**src/rtl/hm_pkg.sv**
```systemverilog
// Shared definitions for the HM memory reader slice.
//   HM_MEM_BYTES / HM_ADDR_SHIFT : geometry of the HM byte memory and how a
//                                   byte index maps onto the 16-bit port address
//   hm_state_e                   : reader control states
//   hm_word_t                    : one buffered output word with its last tag
//   hm_mem_addr()                : byte index -> port address
package hm_pkg;

    localparam int unsigned HM_MEM_BYTES  = 4096;
    localparam int unsigned HM_ADDR_SHIFT = 3;
    localparam int unsigned HM_IDX_W      = $clog2(HM_MEM_BYTES);
    localparam int unsigned HM_WORD_W     = 32;

    typedef enum logic [1:0] {
        ST_IDLE  = 2'd0,
        ST_RUN   = 2'd1,
        ST_DRAIN = 2'd2,
        ST_DONE  = 2'd3
    } hm_state_e;

    typedef struct packed {
        logic                 last;
        logic [HM_WORD_W-1:0] data;
    } hm_word_t;

    // Port address is {1'b0, byte_idx[11:0], 3'b000}.
    function automatic logic [15:0] hm_mem_addr(input logic [HM_IDX_W-1:0] idx);
        return 16'(idx) << HM_ADDR_SHIFT;
    endfunction

endpackage

```
**src/rtl/hm_stream_fifo.sv**
```systemverilog
// Small synchronous FIFO buffering read words ({last, data}) for the output
// stream. Head entry is presented combinationally on rd_data.
//   sys_clk, sys_rst : clock, asynchronous active-high reset
//   push, wr_data    : write one entry
//   pop              : remove the head entry (caller guarantees count != 0)
//   rd_data          : current head entry
//   count            : number of valid entries
// Simultaneous push and pop leave count unchanged.
module hm_stream_fifo
    import hm_pkg::*;
#(
    parameter int unsigned DEPTH = 2
) (
    input  logic                       sys_clk,
    input  logic                       sys_rst,
    input  logic                       push,
    input  hm_word_t                   wr_data,
    input  logic                       pop,
    output hm_word_t                   rd_data,
    output logic [$clog2(DEPTH+1)-1:0] count
);

    localparam int unsigned PTR_W = (DEPTH > 1) ? $clog2(DEPTH) : 1;
    localparam int unsigned CNT_W = $clog2(DEPTH+1);

    hm_word_t           store [DEPTH];
    logic [PTR_W-1:0]   wr_ptr;
    logic [PTR_W-1:0]   rd_ptr;

    function automatic logic [PTR_W-1:0] ptr_inc(input logic [PTR_W-1:0] p);
        return (p == PTR_W'(DEPTH-1)) ? '0 : p + PTR_W'(1);
    endfunction

    always_ff @(posedge sys_clk or posedge sys_rst) begin
        if (sys_rst) begin
            for (int unsigned i = 0; i < DEPTH; i++) begin
                store[i] <= '0;
            end
            wr_ptr <= '0;
            rd_ptr <= '0;
            count  <= '0;
        end else begin
            if (push) begin
                store[wr_ptr] <= wr_data;
                wr_ptr        <= ptr_inc(wr_ptr);
            end
            if (pop) begin
                rd_ptr <= ptr_inc(rd_ptr);
            end
            case ({push, pop})
                2'b10:   count <= count + CNT_W'(1);
                2'b01:   count <= count - CNT_W'(1);
                default: count <= count;
            endcase
        end
    end

    assign rd_data = store[rd_ptr];

endmodule

```
**src/rtl/hm_memory_reader.sv**
```systemverilog
// Sequential read initiator for one port of the HM dual-port byte memory.
// Takes a (start byte index, word count) command, issues back-to-back port
// reads and returns the words on a valid/ready stream with a last flag.
//   sys_clk, sys_rst           : clock, asynchronous active-high reset
//   cmd_valid/cmd_ready        : command handshake
//   cmd_addr, cmd_len          : start byte index, number of 32-bit words
//   mem_addr/mem_we/mem_di     : port drive (read only, write side tied off)
//   mem_do                     : read data, valid the cycle after mem_addr
//   data_valid/data_ready      : output stream handshake
//   data, data_last            : output word, final-word flag
//   busy, done                 : command in progress, completion pulse
module hm_memory_reader
    import hm_pkg::*;
#(
    parameter int unsigned LEN_W      = 11,
    parameter int unsigned FIFO_DEPTH = 2
) (
    input  logic                 sys_clk,
    input  logic                 sys_rst,
    input  logic                 cmd_valid,
    output logic                 cmd_ready,
    input  logic [11:0]          cmd_addr,
    input  logic [LEN_W-1:0]     cmd_len,
    output logic [15:0]          mem_addr,
    output logic [3:0]           mem_we,
    output logic [31:0]          mem_di,
    input  logic [31:0]          mem_do,
    output logic                 data_valid,
    input  logic                 data_ready,
    output logic [31:0]          data,
    output logic                 data_last,
    output logic                 busy,
    output logic                 done
);

    localparam int unsigned CNT_W = $clog2(FIFO_DEPTH+1);

    hm_state_e             state;
    hm_state_e             state_nx;
    logic [HM_IDX_W-1:0]   byte_idx;
    logic [LEN_W-1:0]      remaining;
    logic                  inflight;
    logic                  inflight_last;
    logic                  cmd_ready_q;

    logic                  accept;
    logic                  issue;
    logic                  credit_ok;
    logic                  fifo_pop;
    logic [CNT_W-1:0]      fifo_count;
    hm_word_t              fifo_head;
    hm_word_t              fifo_in;

    // A word leaving the FIFO this cycle frees its slot for the read issued
    // now; counting it keeps full throughput with a 2-entry buffer while
    // count + inflight still never exceeds FIFO_DEPTH.
    assign credit_ok = (32'(fifo_count) + 32'(inflight)) < (FIFO_DEPTH + 32'(fifo_pop));

    always_comb begin
        state_nx = state;
        accept   = 1'b0;
        issue    = 1'b0;
        case (state)
            ST_IDLE: begin
                if (cmd_valid && cmd_ready_q) begin
                    accept   = 1'b1;
                    state_nx = (cmd_len == '0) ? ST_DONE : ST_RUN;
                end
            end
            ST_RUN: begin
                if (remaining == '0) begin
                    state_nx = ST_DRAIN;
                end else if (credit_ok) begin
                    issue = 1'b1;
                    if (remaining == LEN_W'(1)) begin
                        state_nx = ST_DRAIN;
                    end
                end
            end
            ST_DRAIN: begin
                // Everything has been issued; finish once the final word
                // has left (or is leaving) the buffer.
                if (!inflight &&
                    ((fifo_count == '0) || (fifo_count == CNT_W'(1) && fifo_pop))) begin
                    state_nx = ST_DONE;
                end
            end
            ST_DONE: begin
                state_nx = ST_IDLE;
            end
            default: begin
                state_nx = ST_IDLE;
            end
        endcase
    end

    always_ff @(posedge sys_clk or posedge sys_rst) begin
        if (sys_rst) begin
            state         <= ST_IDLE;
            cmd_ready_q   <= 1'b0;
            byte_idx      <= '0;
            remaining     <= '0;
            inflight      <= 1'b0;
            inflight_last <= 1'b0;
        end else begin
            state         <= state_nx;
            // Registered so cmd_ready is low in reset and rises one cycle later.
            cmd_ready_q   <= (state_nx == ST_IDLE);
            inflight      <= issue;
            inflight_last <= issue && (remaining == LEN_W'(1));
            if (accept) begin
                byte_idx  <= cmd_addr;
                remaining <= cmd_len;
            end else if (issue) begin
                byte_idx  <= byte_idx + HM_IDX_W'(4);
                remaining <= remaining - LEN_W'(1);
            end
        end
    end

    assign fifo_in.last = inflight_last;
    assign fifo_in.data = mem_do;

    hm_stream_fifo #(
        .DEPTH (FIFO_DEPTH)
    ) u_fifo (
        .sys_clk (sys_clk),
        .sys_rst (sys_rst),
        .push    (inflight),
        .wr_data (fifo_in),
        .pop     (fifo_pop),
        .rd_data (fifo_head),
        .count   (fifo_count)
    );

    assign data_valid = (fifo_count != '0);
    assign fifo_pop   = data_valid && data_ready;
    assign data       = fifo_head.data;
    assign data_last  = fifo_head.last;

    assign cmd_ready  = cmd_ready_q;
    assign busy       = (state != ST_IDLE);
    assign done       = (state == ST_DONE);
    assign mem_addr   = hm_mem_addr(byte_idx);
    assign mem_we     = '0;
    assign mem_di     = '0;

endmodule

```
**config.mk**
```make
export PLATFORM = sky130hd
export DESIGN_NAME = hm_memory_reader
export DESIGN_NICKNAME = d
export VERILOG_FILES = /design/src/rtl/hm_pkg.sv /design/src/rtl/hm_stream_fifo.sv /design/src/rtl/hm_memory_reader.sv
export SDC_FILE = /design/constraint.sdc
export NUM_CORES = 1
export LEC_CHECK = 0
export ABC_CLOCK_PERIOD_IN_PS = 3750
export CORE_ASPECT_RATIO = 1.4
export CORE_MARGIN = 4
export CORE_UTILIZATION = 40
export DETAILED_ROUTE_END_ITERATION = 10
export PLACE_DENSITY_LB_ADDON = 0.08
export SLEW_MARGIN = 25
export SYNTH_ARGS = -nofsm -noshare
export SYNTH_HDL_FRONTEND = slang
export SYNTH_SLANG_ARGS = --single-unit
export TNS_END_PERCENT = 50
```
**constraint.sdc**
```tcl
create_clock -name sys_clk -period 3.75 [get_ports sys_clk]
set_clock_uncertainty 0.1 [all_clocks]
set_input_delay 0.5625 -clock sys_clk [delete_from_list [all_inputs] [get_ports sys_clk]]
set_output_delay 0.5625 -clock sys_clk [all_outputs]
set_load 0.03 [all_outputs]
```
; Word level (Yosys, flattened, before mapping)
; Index checks and enable logic that the tools add are counted.
[totals]
wordCells = 76
regBits = 98
out_inout_bits = 89
in_bits = 59
[classes]
n_eq_ne = 7
n_addsub = 8
n_mux = 25
reduce_logical = 17
bitwise = 2
n_lt_le_gt_ge = 4
[ops]
columns = cell, count
row1 = 33-bit 2-to-1 mux, 4
row2 = 66-bit bitwise mux, 1
row3 = 33-bit demux with 1-bit select, 1
row4 = 12-bit 2-to-1 mux, 2
row5 = 11-bit zero test, 2
row6 = 11-bit 2-to-1 mux, 2
row7 = "12-bit by 3-bit adder with 12-bit output, second input constant", 1
row8 = 2-bit 2-to-1 mux, 6
row9 = "11-bit by 1-bit equality test with 1-bit output, second input constant", 1
row10 = "11-bit by 1-bit subtractor with 11-bit output, second input constant", 1
row11 = 2-bit one-hot mux with 4 select lines, 1
row12 = 2-bit nonzero test, 4
row13 = 1-bit 2-to-1 mux, 7
row14 = "2-bit by 1-bit equality test with 1-bit output, second input constant", 3
row15 = "2-bit equality test, second input constant", 3
row16 = 1-bit logical AND, 6
row17 = 2-bit zero test, 3
row18 = "2-bit greater-or-equal comparator, second input constant", 2
row19 = 1-bit NOT with 2-bit output, 2
row20 = 2-bit one-hot mux with 2 select lines, 1
row21 = 2-bit by 1-bit adder with 3-bit output, 1
row22 = "2-bit by 1-bit adder with 3-bit output, first input constant", 1
row23 = 3-bit < comparator, 1
row24 = "1-bit adder, second input constant", 2
row25 = 5 further kinds, 5

; Logic depth before layout (Yosys ltp)
[logic_depth]
word_depth = 9
ltp_mapped = 9
mapped_depth_nobuf = 8

; Modules after synthesis
; A second synthesis with hierarchy kept.
[hier_totals]
hier_cells = 404
area_unflattened_um2 = 5183.7
[modules_own_cells]
columns = mod, area_per_inst_um2, cells_each, instances, seq_area_each_um2
row1 = hm_stream_fifo, 3184.3, 191, 1, 1751.7
row2 = hm_memory_reader, 1999.4, 213, 1, 700.7

; Least setup slack after synthesis
; No wires, ideal clock.
[synth_path]
path_kind = reg2reg
start = reg inflight
end = reg remaining[10]
setup_time_ns = 0.126
path_stages_with_launch = 8
required_time_ns = 3.524
slack_ns = 1.367
path_buffers = 1
period_less_slack_ns = 2.383
t_arrival_ns = 2.157
path_cell_list = dfrtp_1 -> ha_1 -> or3b_4 -> a211oi_4 -> a21oi_1 -> buf_2 -> a21o_1 -> a221o_1
[synth_between]
elab_chain_len = 6
[synth_lines]
columns = element, line
row1 = start: declaration, hm_memory_reader.sv:42  ; logic inflight;
row2 = start signal: assignment, hm_memory_reader.sv:109  ; inflight <= issue;
row3 = 2-bit by 1-bit adder with 3-bit output, hm_memory_reader.sv:57  ; assign credit_ok = (32'(fifo_count) + 32'(inflight)) < (FIFO_DEPTH + 32'(fifo_pop));
row4 = 3-bit < comparator, hm_memory_reader.sv:57
row5 = 1-bit 2-to-1 mux, hm_memory_reader.sv:73  ; end else if (credit_ok) begin
row6 = 1-bit 2-to-1 mux, hm_memory_reader.sv:71  ; if (remaining == '0) begin
row7 = 1-bit 2-to-1 mux, hm_memory_reader.sv:63  ; case (state)
row8 = 2-bit nonzero test (no source line), -
row9 = end signal: assignment, hm_memory_reader.sv:113  ; remaining <= cmd_len;
row10 = end signal: assignment, hm_memory_reader.sv:116  ; remaining <= remaining - LEN_W'(1);
row11 = end: declaration, hm_memory_reader.sv:41  ; logic [LEN_W-1:0] remaining;
; No other way between the ends.
; A chain may end at the register's enable or synchronous reset.

; Worst setup path after layout
[layout_path]
start = reg u_fifo.rd_ptr
end = out data[28]
[layout_between]
elab_chain_len = 4
[layout_lines]
columns = element, line
row1 = start: declaration, hm_stream_fifo.sv:28  ; logic [PTR_W-1:0] rd_ptr;
row2 = start signal: assignment, hm_stream_fifo.sv:48  ; rd_ptr <= ptr_inc(rd_ptr);
row3 = 1-bit NOT with 2-bit output (implied by the code), hm_stream_fifo.sv:58  ; assign rd_data = store[rd_ptr];
row4 = 33-bit 2-to-1 mux (implied by the code) (3 in series), hm_stream_fifo.sv:58
row5 = end: declaration, hm_memory_reader.sv:30  ; output logic [31:0] data,
; No other way between the ends. The select of a mux whose other input is x is not followed.

==> impl_metrics.py <==
metrics = {
    "drt": {
        "ant_nets": 0,
        "drt_iter0_markers": 87,
        "drc": 0,
        "first_pass_iters": 4,
        "totalWireLength_mm": 11.09,
        "wl_per_cell_um": 16.68,
        "vias": 3414,
        "drt-vias-per-instance": 5.134,
    },
    "synth": {
        "ys_async_sr_fraction_pct": 100.0,
        "yosys_warnings": 0,
        "synth_edf_count": 0,
        "netlist.area_leader.share_pct": 49.65,
        "yosys_most_used_dff": "dfrtp_1",
        "ys_top_cells_by_area": "dfrtp_1, mux2_2, buf_4",
        "synth.distinct_cells": 50,
        "synth_cells": 408,
        "synth_top_cell_by_area": "dfrtp_1",
        "synth.yosys.seq_area_share_pct": 49.65,
        "ys_ff_latch": 98,
        "syn_avg_cell_area_um2": 12.11,
        "synth_area_um2": 4940,
    },
    "power": {
        "p_leak_nw": 2.657,
        "powerDensity_nw_per_um2": 981.5,
        "worst_ir_drop_vdd_mv": 0.4676,
    },
    "cells_and_area": {
        "most-common-layout-cells": "clkdlybuf4s50_1, mux2_2, dfrtp_1",
        "nFillCells": 1071,
        "post_layout_nonfiller_instances": 665,
        "nets": 581,
        "area_growth_pct": 28.19,
        "diodes": 0,
        "drive_gt1_share_pct": 24.90,
        "mostFrequentLayoutCell": "clkdlybuf4s50_1",
    },
    "clock_network": {
        "clockRootBuffer": "clkbuf_16",
        "cts_buffer_depth": 2,
        "cts_buffers": 9,
        "post_cts_buffers": 0,
        "cts-hold-fix-buffers": 0,
        "ctsResizeCount": 0,
        "path_clk_slew_ps": 60,
        "clkSinkCount": 98,
        "cts_tree": "done",
        "clk_latency_ps": 340,
        "cts_max_level": 3,
    },
    "sta": {
        "slew_viol_final": 0,
        "max-slew-margin-rel_pct": 31.84,
        "min_period_ps": 2800,
        "hold_viol_final": 0,
        "finalCritPeriodShare_pct": 74.67,
        "fin_setup_tns_ps": 0,
        "setup_viol": 0,
        "rsz0062_at_grt": "no",
        "worst_pin_slew_ps": 1020,
        "hold_ws_ps": 365.2,
        "max_freq_mhz": 357.1,
    },
    "critical_path": {
        "critPathCaptureType": "output pin",
        "cp-start-kind": "flop",
        "cp_max_fo": 33,
        "path_class": "reg2out",
        "critical_path_arrival_ps": 2140,
        "required_ps": 3090,
    },
    "global_routing": {
        "grt_pass1_vias": 3673,
        "grt_pass1_wl_mm": 18.46,
        "grt_usage_pct": 16.34,
        "grt_max_degree": 53,
        "grt.overflow.total": 0,
        "antenna_found_initial": 0,
    },
    "die": {
        "die_h_um": 139.5,
        "die_w_um": 101.9,
        "row_count": 47,
        "design.core.area_um2": 11940,
        "ios": 148,
        "start_util_pct": 41.38,
        "dieArea_um2": 14220,
    },
    "placement": {
        "gp_congestion": 0.8069,
        "dp_hpwl_mm": 7.900,
        "dp_cells": 649,
        "numPortBuffers": 107,
    },
    "min_path": {
        "min_path_type": "reg2reg",
    },
    "status": {
        "status": "completed",
    },
    "run": {
        "cap_violations": 0,
    },
}
-- final timing paths --
kind                          startpoint               end  slack, ps  depth (start not counted)
setup reg to reg                inflight      remaining[2]       1010                          7
hold reg to reg            u_fifo.rd_ptr     u_fifo.rd_ptr        370                          1
setup / recovery           u_fifo.rd_ptr          data[28]        950                          3
hold / removal             u_fifo.rd_ptr     u_fifo.rd_ptr        370                          1
min in group asynchronous        sys_rst  u_fifo.store[39]        580                          2
max in group asynchronous        sys_rst  u_fifo.store[36]       2280                          3
-- synthesized netlist by cell type, types with 2 or more instances --
library cell,n
o211ai_1,2
dfrtp_1,98
o221a_2,2
xor2_1,4
inv_1,11
nand4_1,4
a311oi_1,2
and4_1,3
nor3_1,10
xnor2_1,2
a211oi_1,5
a21o_1,2
nor2b_1,3
nand3_1,8
nor4_1,2
clkbuf_1,9
buf_1,4
a21oi_1,8
a31oi_1,4
nand2_1,15
nand2b_1,2
nor2_1,17
or4_1,3
ha_1,9
buf_4,41
and3_1,6
and2_1,2
mux2_2,99
o21a_1,2
a221o_1,4
o21ai_0,5
buf_2,2
-- through the flow --
step                total power [mW]  util, %  setup WS (ps)  instance area, um^2
floorplan                      4.247        -          525.4                 5086
global placement               5.264    50.49          765.4                 6027
detailed placement             5.343    50.49          729.1                 6027
CTS                            6.302    53.04          905.3                 6332
global route                   6.639    53.04          735.9                 6332
finish                         6.215    53.04          950.0                 6332
-- area by class of cell --
class	count	area, um^2	area share, %
tap	147	183.9	2.905
multi-input combinational	281	2230	35.21
clock inverter	5	52.55	0.8299
inverter	12	47.55	0.7508
sequential	98	2452	38.73
timing repair buffer	111	1114	17.59
clock buffer	11	252.7	3.991
-- critical path, stage by stage, from the launching register on --
cell,delay [ps]
dfrtp_1,360
buf_4,420
mux2_2,410
clkdlybuf4s50_1,600
-- power by group --
part	internal (mW)	total (mW)	switching, mW
Sequential	1.57	1.92	0.349
Clock	0.550	0.930	0.380
Combinational	1.61	3.36	1.75
-- registers in the layout, summed over array words and instances, names as in the netlist --
| signal | cells |
|---|---|
| cmd_ready | 1 |
| u_fifo.count | 2 |
| byte_idx | 12 |
| inflight_last | 1 |
| u_fifo.store | 66 |
| u_fifo.wr_ptr | 1 |
| remaining | 11 |
| state | 2 |
| inflight | 1 |
| u_fifo.rd_ptr | 1 |
-- routing by layer --
| metal | global-route usage, % | vias up | share of wire [%] |
|---|---|---|---|
| met5 | 0 | - | 0 |
| met4 | 4.768 | 0 | 0.94 |
| met3 | 3.856 | 7 | 6.3 |
| met2 | 27.79 | 96 | 52 |
| met1 | 20.52 | 1714 | 40 |
| li1 | - | 1597 | - |
-- cell families after synthesis --
kind of cell    synth area share, %
compound gates                6.737
flops                         49.65
xor+xnor                      1.064
mux                           22.57
buf+inv                       8.333
fa+ha+maj                     2.280
simple gates                  9.296
other cells                 0.07591
Power figures use the tool's default switching activity.
